<file path="src/rtl/operand_stream_buffer.sv">
// Operand store for the convolution datapath: loads matrix A and filter B, then streams KxK windows of A.
// Optional macro ZERO_PAD_EN selects "same" padding (P=(K-1)/2, K odd); default build streams valid-only windows.
module operand_stream_buffer #(
  parameter int DATA_W = 8,
  parameter int A_ROWS = 4,
  parameter int A_COLS = 4,
  parameter int K      = 3,
`ifdef ZERO_PAD_EN
  localparam int NR    = A_ROWS,
  localparam int NC    = A_COLS,
`else
  localparam int NR    = A_ROWS - K + 1,
  localparam int NC    = A_COLS - K + 1,
`endif
  localparam int ROW_W = $clog2(NR) + 1,
  localparam int COL_W = $clog2(NC) + 1
) (
  input  logic                           clk,
  input  logic                           rst,
  input  logic                           clear,
  input  logic                           wr_valid,
  output logic                           wr_ready,
  input  logic                           wr_sel,
  input  logic [DATA_W-1:0]              wr_data,
  output logic                           a_full,
  output logic                           b_full,
  output logic [A_ROWS*A_COLS*DATA_W-1:0] a_flat,
  output logic [K*K*DATA_W-1:0]          b_flat,
  input  logic                           start,
  output logic                           busy,
  output logic                           win_valid,
  input  logic                           win_ready,
  output logic [K*K*DATA_W-1:0]          win_flat,
  output logic [ROW_W-1:0]               win_row,
  output logic [COL_W-1:0]               win_col,
  output logic                           win_last,
  output logic                           done
);

  localparam int A_N     = A_ROWS * A_COLS;
  localparam int B_N     = K * K;
  localparam int A_IDX_W = (A_N > 1) ? $clog2(A_N) : 1;
  localparam int B_IDX_W = (B_N > 1) ? $clog2(B_N) : 1;
`ifdef ZERO_PAD_EN
  localparam int P       = (K - 1) / 2;
`endif

  typedef enum logic [1:0] {
    ST_LOAD   = 2'd0,
    ST_FULL   = 2'd1,
    ST_STREAM = 2'd2
  } state_t;

  state_t               state_r;
  state_t               state_nxt_s;

  logic [DATA_W-1:0]    a_mem_r [A_N];
  logic [DATA_W-1:0]    b_mem_r [B_N];
  logic [A_IDX_W-1:0]   a_ptr_r;
  logic [B_IDX_W-1:0]   b_ptr_r;
  logic                 a_full_r;
  logic                 b_full_r;
  logic [ROW_W-1:0]     row_r;
  logic [COL_W-1:0]     col_r;
  logic                 done_r;

  logic                 wr_ready_s;
  logic                 a_wr_s;
  logic                 b_wr_s;
  logic                 stream_s;
  logic                 hs_s;
  logic                 row_end_s;
  logic                 col_end_s;
  logic                 last_s;

  // A write in the same cycle as clear is dropped, so clear gates the write strobes.
  assign wr_ready_s = (state_r == ST_LOAD) & (wr_sel ? ~b_full_r : ~a_full_r);
  assign a_wr_s     = wr_valid & wr_ready_s & ~wr_sel & ~clear;
  assign b_wr_s     = wr_valid & wr_ready_s &  wr_sel & ~clear;
  assign stream_s   = (state_r == ST_STREAM);
  assign hs_s       = stream_s & win_ready;
  assign row_end_s  = (row_r == ROW_W'(NR - 1));
  assign col_end_s  = (col_r == COL_W'(NC - 1));
  assign last_s     = row_end_s & col_end_s;

  // State register.
  always_ff @(posedge clk or posedge rst) begin
    if (rst) begin
      state_r <= ST_LOAD;
    end else begin
      state_r <= state_nxt_s;
    end
  end

  // Next-state logic; clear overrides every other transition.
  always_comb begin
    state_nxt_s = state_r;
    if (clear) begin
      state_nxt_s = ST_LOAD;
    end else begin
      case (state_r)
        ST_LOAD: begin
          if (a_full_r & b_full_r) state_nxt_s = ST_FULL;
          else                     state_nxt_s = ST_LOAD;
        end
        ST_FULL: begin
          if (start) state_nxt_s = ST_STREAM;
          else       state_nxt_s = ST_FULL;
        end
        ST_STREAM: begin
          if (hs_s & last_s) state_nxt_s = ST_FULL;
          else               state_nxt_s = ST_STREAM;
        end
        default: state_nxt_s = ST_LOAD;
      endcase
    end
  end

  // Matrix A storage and write pointer; the pointer parks on the last slot once full.
  always_ff @(posedge clk or posedge rst) begin
    if (rst) begin
      for (int n = 0; n < A_N; n++) a_mem_r[n] <= {DATA_W{1'b0}};
      a_ptr_r  <= {A_IDX_W{1'b0}};
      a_full_r <= 1'b0;
    end else if (clear) begin
      for (int n = 0; n < A_N; n++) a_mem_r[n] <= {DATA_W{1'b0}};
      a_ptr_r  <= {A_IDX_W{1'b0}};
      a_full_r <= 1'b0;
    end else if (a_wr_s) begin
      a_mem_r[a_ptr_r] <= wr_data;
      if (a_ptr_r == A_IDX_W'(A_N - 1)) a_full_r <= 1'b1;
      else                              a_ptr_r  <= a_ptr_r + A_IDX_W'(1);
    end
  end

  // Filter B storage and write pointer.
  always_ff @(posedge clk or posedge rst) begin
    if (rst) begin
      for (int n = 0; n < B_N; n++) b_mem_r[n] <= {DATA_W{1'b0}};
      b_ptr_r  <= {B_IDX_W{1'b0}};
      b_full_r <= 1'b0;
    end else if (clear) begin
      for (int n = 0; n < B_N; n++) b_mem_r[n] <= {DATA_W{1'b0}};
      b_ptr_r  <= {B_IDX_W{1'b0}};
      b_full_r <= 1'b0;
    end else if (b_wr_s) begin
      b_mem_r[b_ptr_r] <= wr_data;
      if (b_ptr_r == B_IDX_W'(B_N - 1)) b_full_r <= 1'b1;
      else                              b_ptr_r  <= b_ptr_r + B_IDX_W'(1);
    end
  end

  // Window position counters (row-major walk) and the end-of-stream pulse.
  always_ff @(posedge clk or posedge rst) begin
    if (rst) begin
      row_r  <= {ROW_W{1'b0}};
      col_r  <= {COL_W{1'b0}};
      done_r <= 1'b0;
    end else if (clear) begin
      row_r  <= {ROW_W{1'b0}};
      col_r  <= {COL_W{1'b0}};
      done_r <= 1'b0;
    end else begin
      done_r <= hs_s & last_s;
      if ((state_r == ST_FULL) && start) begin
        row_r <= {ROW_W{1'b0}};
        col_r <= {COL_W{1'b0}};
      end else if (hs_s) begin
        if (col_end_s) begin
          col_r <= {COL_W{1'b0}};
          row_r <= row_end_s ? {ROW_W{1'b0}} : (row_r + ROW_W'(1));
        end else begin
          col_r <= col_r + COL_W'(1);
        end
      end
    end
  end

  for (genvar ga = 0; ga < A_N; ga++) begin : g_a_flat
    assign a_flat[ga*DATA_W +: DATA_W] = a_mem_r[ga];
  end

  for (genvar gb = 0; gb < B_N; gb++) begin : g_b_flat
    assign b_flat[gb*DATA_W +: DATA_W] = b_mem_r[gb];
  end

  for (genvar gi = 0; gi < K; gi++) begin : g_win_r
    for (genvar gj = 0; gj < K; gj++) begin : g_win_c
      logic [DATA_W-1:0] elem_s;
`ifdef ZERO_PAD_EN
      int src_r_s;
      int src_c_s;
      // Padded tap: positions outside A read as zero.
      always_comb begin
        src_r_s = int'(row_r) + gi - P;
        src_c_s = int'(col_r) + gj - P;
        if ((src_r_s >= 0) && (src_r_s < A_ROWS) && (src_c_s >= 0) && (src_c_s < A_COLS)) begin
          elem_s = a_mem_r[A_IDX_W'(src_r_s * A_COLS + src_c_s)];
        end else begin
          elem_s = {DATA_W{1'b0}};
        end
      end
`else
      // Valid-only tap: always inside A by construction of the window grid.
      always_comb begin
        elem_s = a_mem_r[A_IDX_W'((int'(row_r) + gi) * A_COLS + int'(col_r) + gj)];
      end
`endif
      assign win_flat[(gi*K + gj)*DATA_W +: DATA_W] = elem_s;
    end
  end

  assign wr_ready  = wr_ready_s;
  assign a_full    = a_full_r;
  assign b_full    = b_full_r;
  assign busy      = stream_s;
  assign win_valid = stream_s;
  assign win_row   = row_r;
  assign win_col   = col_r;
  assign win_last  = stream_s & last_s;
  assign done      = done_r;

endmodule

</file>
<file path="config.mk">
export PLATFORM = sky130hd
export DESIGN_NAME = operand_stream_buffer
export DESIGN_NICKNAME = d
export VERILOG_FILES = /design/src/rtl/operand_stream_buffer.sv
export SDC_FILE = /design/constraint.sdc
export NUM_CORES = 1
export LEC_CHECK = 0
export BUFFER_PORTS_ARGS = -buffer_cell sky130_fd_sc_hd__buf_2
export CAP_MARGIN = 20
export CORE_ASPECT_RATIO = 1.2
export CORE_MARGIN = 1
export CORE_UTILIZATION = 50
export CTS_CLUSTER_DIAMETER = 200
export DETAILED_ROUTE_END_ITERATION = 12
export PLACE_DENSITY = 0.71
export REMOVE_ABC_BUFFERS = 1
export SKIP_LAST_GASP = 1
export SYNTH_ARGS = -nofsm -noshare
export SYNTH_HDL_FRONTEND = slang
export SYNTH_SLANG_ARGS = --single-unit
</file>
<file path="constraint.sdc">
create_clock -name clk -period 16.1 [get_ports clk]
set_clock_uncertainty 0.15 [all_clocks]
set_input_delay 0.805 -clock clk [delete_from_list [all_inputs] [get_ports clk]]
set_output_delay 0.805 -clock clk [all_outputs]
set_load 0.01 [all_outputs]
</file>
Word-level counts from Yosys, hierarchy flattened
Index checks and enable logic that the tools add are counted.
{"block": "word_totals", "reg_bits": 217, "latchBits": 0, "ramBits": 0, "rom_bits": 0, "inputBits": 15, "output_inout_bits": 283, "wordCells": 175, "n_memories": 0}
{"block": "op_classes", "addsub": 15, "mul": 0, "div": 0, "n_lt_le_gt_ge": 13, "eq_ne": 8, "shifts": 0, "muxes": 65, "n_bitwise": 26, "reduce_logical": 15}
{"cell": "$bmux W8 S4", "n": 9}
{"cell": "$mux W128", "n": 2}
{"cell": "$mux W8", "n": 20}
{"cell": "$mux W72", "n": 2}
{"cell": "$bwmux W128", "n": 1}
{"cell": "$bwmux W72", "n": 1}
{"cell": "$demux W8 S4", "n": 2}
{"cell": "$ge A4 B5 Y1 const B", "n": 9}
{"cell": "$not A4 Y4", "n": 9}
{"cell": "$add A4 B2 Y4 const B", "n": 6}
{"cell": "$mux W2", "n": 12}
{"cell": "$mux W4", "n": 6}
{"cell": "$add A4 B2 Y4", "n": 3}
{"cell": "$and A1 B1 Y1", "n": 11}
{"cell": "$ge A5 B5 Y1 const B", "n": 2}
{"cell": "$lt A5 B1 Y1 const B", "n": 2}
{"cell": "$not A4 Y5", "n": 2}
{"cell": "$reduce_and A2 Y1", "n": 5}
{"cell": "$mux W1", "n": 9}
{"cell": "$add A4 B1 Y4 const B", "n": 2}
{"cell": "$eq A4 B4 Y1 const B", "n": 2}
{"cell": "$reduce_bool A2 Y1", "n": 4}
{"cell": "$add A2 B1 Y2 const B", "n": 3}
{"cell": "$eq A2 B1 Y1 const B", "n": 3}
{"cell": "8 further kinds", "n": 15}

Longest topological paths before layout
Gate-level depths: netlist of run 1.
{"block": "depth", "depth_word": 8, "ltp_mapped": 13}

Worst setup path after synthesis of run 1
Ideal clock, no wire load.
{"block": "synth_path", "kind": "reg-to-output", "from": "register col_r[0] (netlist: win_col[0])", "to": "output win_flat[32]", "arrival_time_ps": 2923, "slack_ps": 12222, "path_stages_with_launch": 13, "n_path_buf": 7, "cell_sequence": "dfrtp_1 buf_2 buf_6 inv_1 clkbuf_1 buf_2 ha_1 buf_4 buf_4 buf_6 mux2i_1 mux4_2 mux2i_1"}
{"block": "synth_between", "elab_chain_len": 6}
{"item": "from (decl)", "line_no": "64", "text": "logic [COL_W-1:0] col_r;"}
{"item": "from (signal assigned)", "line_no": "157", "text": "col_r <= {COL_W{1'b0}};"}
{"item": "from (signal assigned)", "line_no": "161", "text": "col_r <= {COL_W{1'b0}};"}
{"item": "from (signal assigned)", "line_no": "167", "text": "col_r <= {COL_W{1'b0}};"}
{"item": "$add A4 B2 Y4 (2 in a row)", "line_no": "206", "text": "elem_s = a_mem_r[A_IDX_W'((int'(row_r) + gi) * A_COLS + int'(col_r) + gj)];"}
{"item": "$not A4 Y4 (implied by the code)", "line_no": "206"}
{"item": "$bmux W8 S4", "line_no": "206"}
{"item": "$mux W8 (implied by the code) (2 in a row)", "line_no": "206"}
{"item": "to (decl)", "line_no": "33", "text": "output logic [K*K*DATA_W-1:0] win_flat,"}
Every way passes these cells. The select of a mux whose other input is x is not followed.

Worst setup path after layout of run 1
{"block": "layout_path", "from": "register col_r[0] (netlist: win_col[0])", "to": "output win_flat[33]"}
The elaborated chain is that of the path after synthesis.

==> results of run 1 <==
-- flip-flops by register name, indices dropped and copies added (netlist names) --
register	flops
a_ptr_r	4
state_r	2
b_flat	72
done	1
a_flat	128
win_row	2
b_ptr_r	4
win_col	2
a_full	1
b_full	1
-- cells by family after synthesis --
kind of cell,count (synthesis),share of synthesized area [%]
AND/OR/NAND/NOR,392,13.5
multiplexers,382,35.8
flip-flops,217,39.1
buffers and inverters,129,4.47
AO/OA/AOI/OAI,93,5.06
adder cells (fa/ha/maj),15,1.35
XOR/XNOR,10,0.685
-- where the power goes --
group	leakage, nW	internal [W]	total [W]	switching [W]
registers	3.02	0.000549	0.000554	0.00000436
clock network	0.415	0.000359	0.000591	0.000232
logic	5.88	0.0000181	0.0000673	0.0000491
total	9.32	0.000927	0.00121	0.000286
-- cell type report --
cell class              instances  area [um2]  area share (%)
clock buffers                  36         727            4.46
clock inverters                 8         118           0.721
inverters                      11        48.8           0.299
multi-input cells             892        7880            48.3
flip-flops and latches        217        5440            33.3
well taps                     340         425            2.61
repair buffers                318        1670            10.2
-- through the flow --
step / area (um2) / worst slack, ns
final: 16300 / 10.96
after global routing: 16300 / 10.76
after CTS: 16300 / 10.95
after detailed placement: 15400 / 11.52
after global placement: 15400 / 11.63
after floorplan: 13300 / 6.73
-- worst min-delay path by stage --
stage	end	cells past startpoint	slack, ns
5_1_grt	b_flat[69]	2	0.25
3_5_place_dp	b_flat[24]	2	0.36
6_report	b_flat[70]	2	0.19
2_1_floorplan	b_flat[0]	2	0.41
3_3_place_gp	b_flat[24]	2	0.35
4_1_cts	b_flat[69]	2	0.21
-- cell usage in the layout (no fill, tap or decap), types with 6 or more instances in the layout --
cell type,instances
a21oi_1,8
a221o_1,7
a22o_1,7
a22oi_1,66
buf_2,296
buf_4,20
clkbuf_16,25
clkbuf_8,6
dfrtp_1,215
ha_1,14
inv_1,10
mux2_2,11
mux2i_1,281
mux4_2,90
nand2_1,40
nand3_1,63
nand4_1,19
nand4_2,10
nor2_1,222
nor2b_1,8
-- layer usage --
metal / up-vias / share of wire (%)
met2: 725 / 46
li1: 5015 / -
met4: 0 / 4.6
met5: - / 0
met3: 122 / 11
met1: 5921 / 39
==> impl_metrics.toml, run 1 <==
[floorplan]
initial_core_util_pct = 51.1
io_pins = 298
coreArea_um2 = 27200
rows = 66
die_area_um2 = 28400
dieWidth_um = 154
die_y_um = 185

[routing]
vias = 11783
wl_per_cell_um = 24.9
routed_via_density = 6.47
firstDrtPassIters = 5
ant_nets = 0
drtIter0Drc = 1071
drc_errors = 0
finalWirelength_um = 45400

[synth]
ys_types = 42
synth-seq-area-share_pct = 39.1
synth.area.top_cells = "dfrtp_1 (39%), mux2i_1 (20%), mux4_2 (15%)"
yosys_warnings = 0
syn_avg_cell_area_um2 = 11.2
synth_edf_count = 0
async_flop_share_pct = 100
yosysTopAreaCell = "dfrtp_1"
synth_cells = 1238
synthTopCellsByCount = "mux2i_1 (281), nor2_1 (222), dfrtp_1 (217)"
synth_seq_cells = 217
synth_top_area_share_pct = 39.1
syn-cell-area_um2 = 13900
ys_dominant_reg_cell = "dfrtp_1"
yosysMostFrequentCell = "mux2i_1"

[setup_path]
crit_path_max_incr_delay_ns = 1.02
crit_start = "win_col[0]"
setup.worst_path.end = "win_flat[33]"
slowest_stage = "dfrtp_4"
path_max_fanout = 63
worstSetupPathType = "flop to output port"
cp-end-kind = "output port"
r2r_start = "state_r[1]"
path_buf_inv = 3
path_delay_family = "buffers and inverters"
cpMostUsedCell = "mux2i_1"
required_ns = 15.15
rr_worst_depth = 4
cp.arrival_ns = 4.19
critPathLaunchType = "flop"
cp.depth = 7
rrSetupSlack_ns = 13.05
rr_endpoint = "a_flat[122]"
crit_chain = "inv_1 > ha_4 > buf_4 > mux2i_1 > mux4_2 > mux2i_1 > buf_2"

[layout]
fill_cells = 2265
utilization_pct = 60.0
layout-drive-gt1-share_pct = 32.8
final_net_count = 1494
syn_to_final_growth_pct = 17.5
diodes = 0
instances_no_fill = 1822

[timing]
fin_crit_ns = 5.14
hold_ws_ns = 0.189
rsz0062_at_grt = "false"
fin_crit_sh_pct = 31.9
setup-tns-final_ns = 0
drv_slew = 0
clock.fmax_ghz = 0.195
max_slew_margin_pct = 24.7
worstMarginPinSlew_ns = 1.13
hold_viol_final = 0
setup_viol = 0

[global_route]
overflow = 0
use_met2_pct = 50.2
antenna_found_initial = 0
grt_usage_pct = 31.9
grt_pass1_vias = 11440
grt_pass1_wl_um = 68900
grtUsageMet3_pct = 8.35
busiest_layer = "met2"
grt_max_degree = 116
gr-usage-met1_pct = 41.1

[clock_network]
cts-buffers-inserted = 24
htreeDepth = 1
clock-sinks = 217
clk_pin_slew_ns = 0.06
tritoncts = "yes"
cts_resized = 0
clk_latency_ns = 0.54
cts_hold_buf = 0
clockBufferDepth = 3
cts_setup_buffers = 0
clockRootBuffer = "clkbuf_16"

[status]
status = "finished, final reports clean"

[job]
cap_violations = 0

[min_path]
hp-class = "input port to asynchronous set/reset pin"

[pwr]
p_leak_nw = 9.32
ir_drop_uv = 66.6
p_total_w = 0.00121
cellPowerDensity_nw_per_um2 = 74.3

[placement]
hpwl_um = 30600
portBuffers = 297
gp_congestion = 0.905
dp_cells = 1777
Power figures use the tool's default switching activity.
==> inputs of run 2 (changes only) <==
Clock period 16.1 ns to 5.25 ns, I/O delays scaled along.
==> impl_metrics.toml, run 2 (synthesized netlist as in run 1, its figures left out) <==
[status]
status = "finished, final reports clean"

[timing]
fin_ws_ns = 1.25
fin_crit_ns = 4.00
fin_crit_sh_pct = 76.3
drv_slew = 0
setup_viol = 0
hold_viol_final = 0
clock.fmax_ghz = 0.250
max_slew_margin_pct = 22.1
rsz0062_at_grt = "false"
worstMarginPinSlew_ns = 1.16

[pwr]
seqPwrFrac_pct = 46.9
p_clk_share_pct = 47.3
switchingPower_w = 0.000856
swShare_pct = 23.7
comb_power_share_pct = 5.8
ir_drop_uv = 228
p_int_w = 0.00276
p_leak_nw = 9.31
cellPowerDensity_nw_per_um2 = 222
p_total_w = 0.00362

[layout]
mostFrequentLayoutCell = "buf_2"
diodes = 0
utilization_pct = 59.9
layout-drive-gt1-share_pct = 32.8
instances_no_fill = 1824
final_net_count = 1499
syn_to_final_growth_pct = 17.3
largest_reg_flops = 128
final_cell_mix = "buf_2 (296), mux2i_1 (281), nor2_1 (222)"

[setup_path]
setup.worst_path.end = "win_flat[32]"
r2r_start = "state_r[1]"
rrSetupSlack_ns = 2.26
rr_endpoint = "a_flat[125]"
rr_worst_depth = 4
cp.arrival_ns = 3.59
required_ns = 4.84
path_max_fanout = 47
cp-end-kind = "output port"
worstSetupPathType = "flop to output port"
critPathLaunchType = "flop"
crit_start = "win_col[1]"

[global_route]
antenna_found_initial = 0
grt_usage_pct = 32.4
grt_pass1_wl_um = 69800
grt_max_degree = 105
overflow = 0
grt_pass1_vias = 11480

[routing]
wl_per_cell_um = 25.2
ant_nets = 0
routed_via_density = 6.44
firstDrtPassIters = 8
drc_errors = 0
vias = 11738
drtIter0Drc = 1133
finalWirelength_um = 45900

[clock_network]
htreeDepth = 1
clk_latency_ns = 0.52
clockBufferDepth = 3
cts-buffers-inserted = 23
clk_pin_slew_ns = 0.07
clock-sinks = 217
cts_setup_buffers = 0
tritoncts = "yes"
clockRootBuffer = "clkbuf_16"

[placement]
portBuffers = 297
hpwl_um = 31000
dp_cells = 1780
place_ws_ns = 1.82
gp_congestion = 0.924

[floorplan]
initial_core_util_pct = 51.1
dieWidth_um = 154
die_y_um = 185
io_pins = 298
coreArea_um2 = 27200
rows = 66
die_area_um2 = 28400

[job]
cap_violations = 0

[min_path]
hp-class = "input port to flop"
-- run 2: layout make-up --
class / instances / area [um2]
fillers: 2265 / 10900
multi-input cells: 892 / 7880
flip-flops and latches: 217 / 5440
repair buffers: 324 / 1710
clock buffers: 31 / 656
well taps: 340 / 425
clock inverters: 9 / 120
inverters: 11 / 48.8
-- run 2: worst min path at each step --
stage           start          to  cells past startpoint
4_1_cts        wr_sel  a_ptr_r[2]                      4
6_report        clear  a_flat[37]                      2
3_5_place_dp      rst  b_flat[21]                      2
2_1_floorplan   clear      a_full                      1
3_3_place_gp      rst  b_flat[21]                      2
5_1_grt         clear  a_flat[93]                      2
-- run 2: power by group through the flow --
stage	combinational, W	clock [W]	sequential (W)
6_report	0.000210	0.00171	0.00170
3_3_place_gp	0.000205	0	0.00173
5_1_grt	0.000229	0.00179	0.00170
4_1_cts	0.000211	0.00173	0.00170
3_5_place_dp	0.000209	0	0.00173
2_1_floorplan	0.0000966	0	0.00173
-- run 2: routing by layer --
layer | wire length, um | vias up | GRT usage, %
li1 | - | 5027 | -
met1 | 17700 | 5853 | 41.5
met2 | 21100 | 738 | 51.5
met3 | 4990 | 120 | 8.25
met4 | 2120 | 0 | 15.0
met5 | 0 | - | 0
-- run 2: through the flow --
stage | TNS, ns | hold slack, ns | instance area [um2]
CTS | 0 | 0.0998 | 16300
global route | 0 | 0.150 | 16300
finish | 0 | 0.0951 | 16300
detailed placement | 0 | 0.285 | 15500
global placement | 0 | 0.276 | 15500
floorplan | -318.22 | 0.176 | 13300
-- run 2: worst max-delay path: stages (launching register included) --
cell and delay, ns:
dfrtp_4 0.69, ha_4 0.91, buf_4 0.46, mux2i_1 0.15, mux4_2 0.48, mux2i_1 0.17
buf_2 0.19
-- run 2: timing repair --
item,in CTS,in global routing
hold buffers,3,0
resized for setup,0,0
hold endpoints to repair,99,0
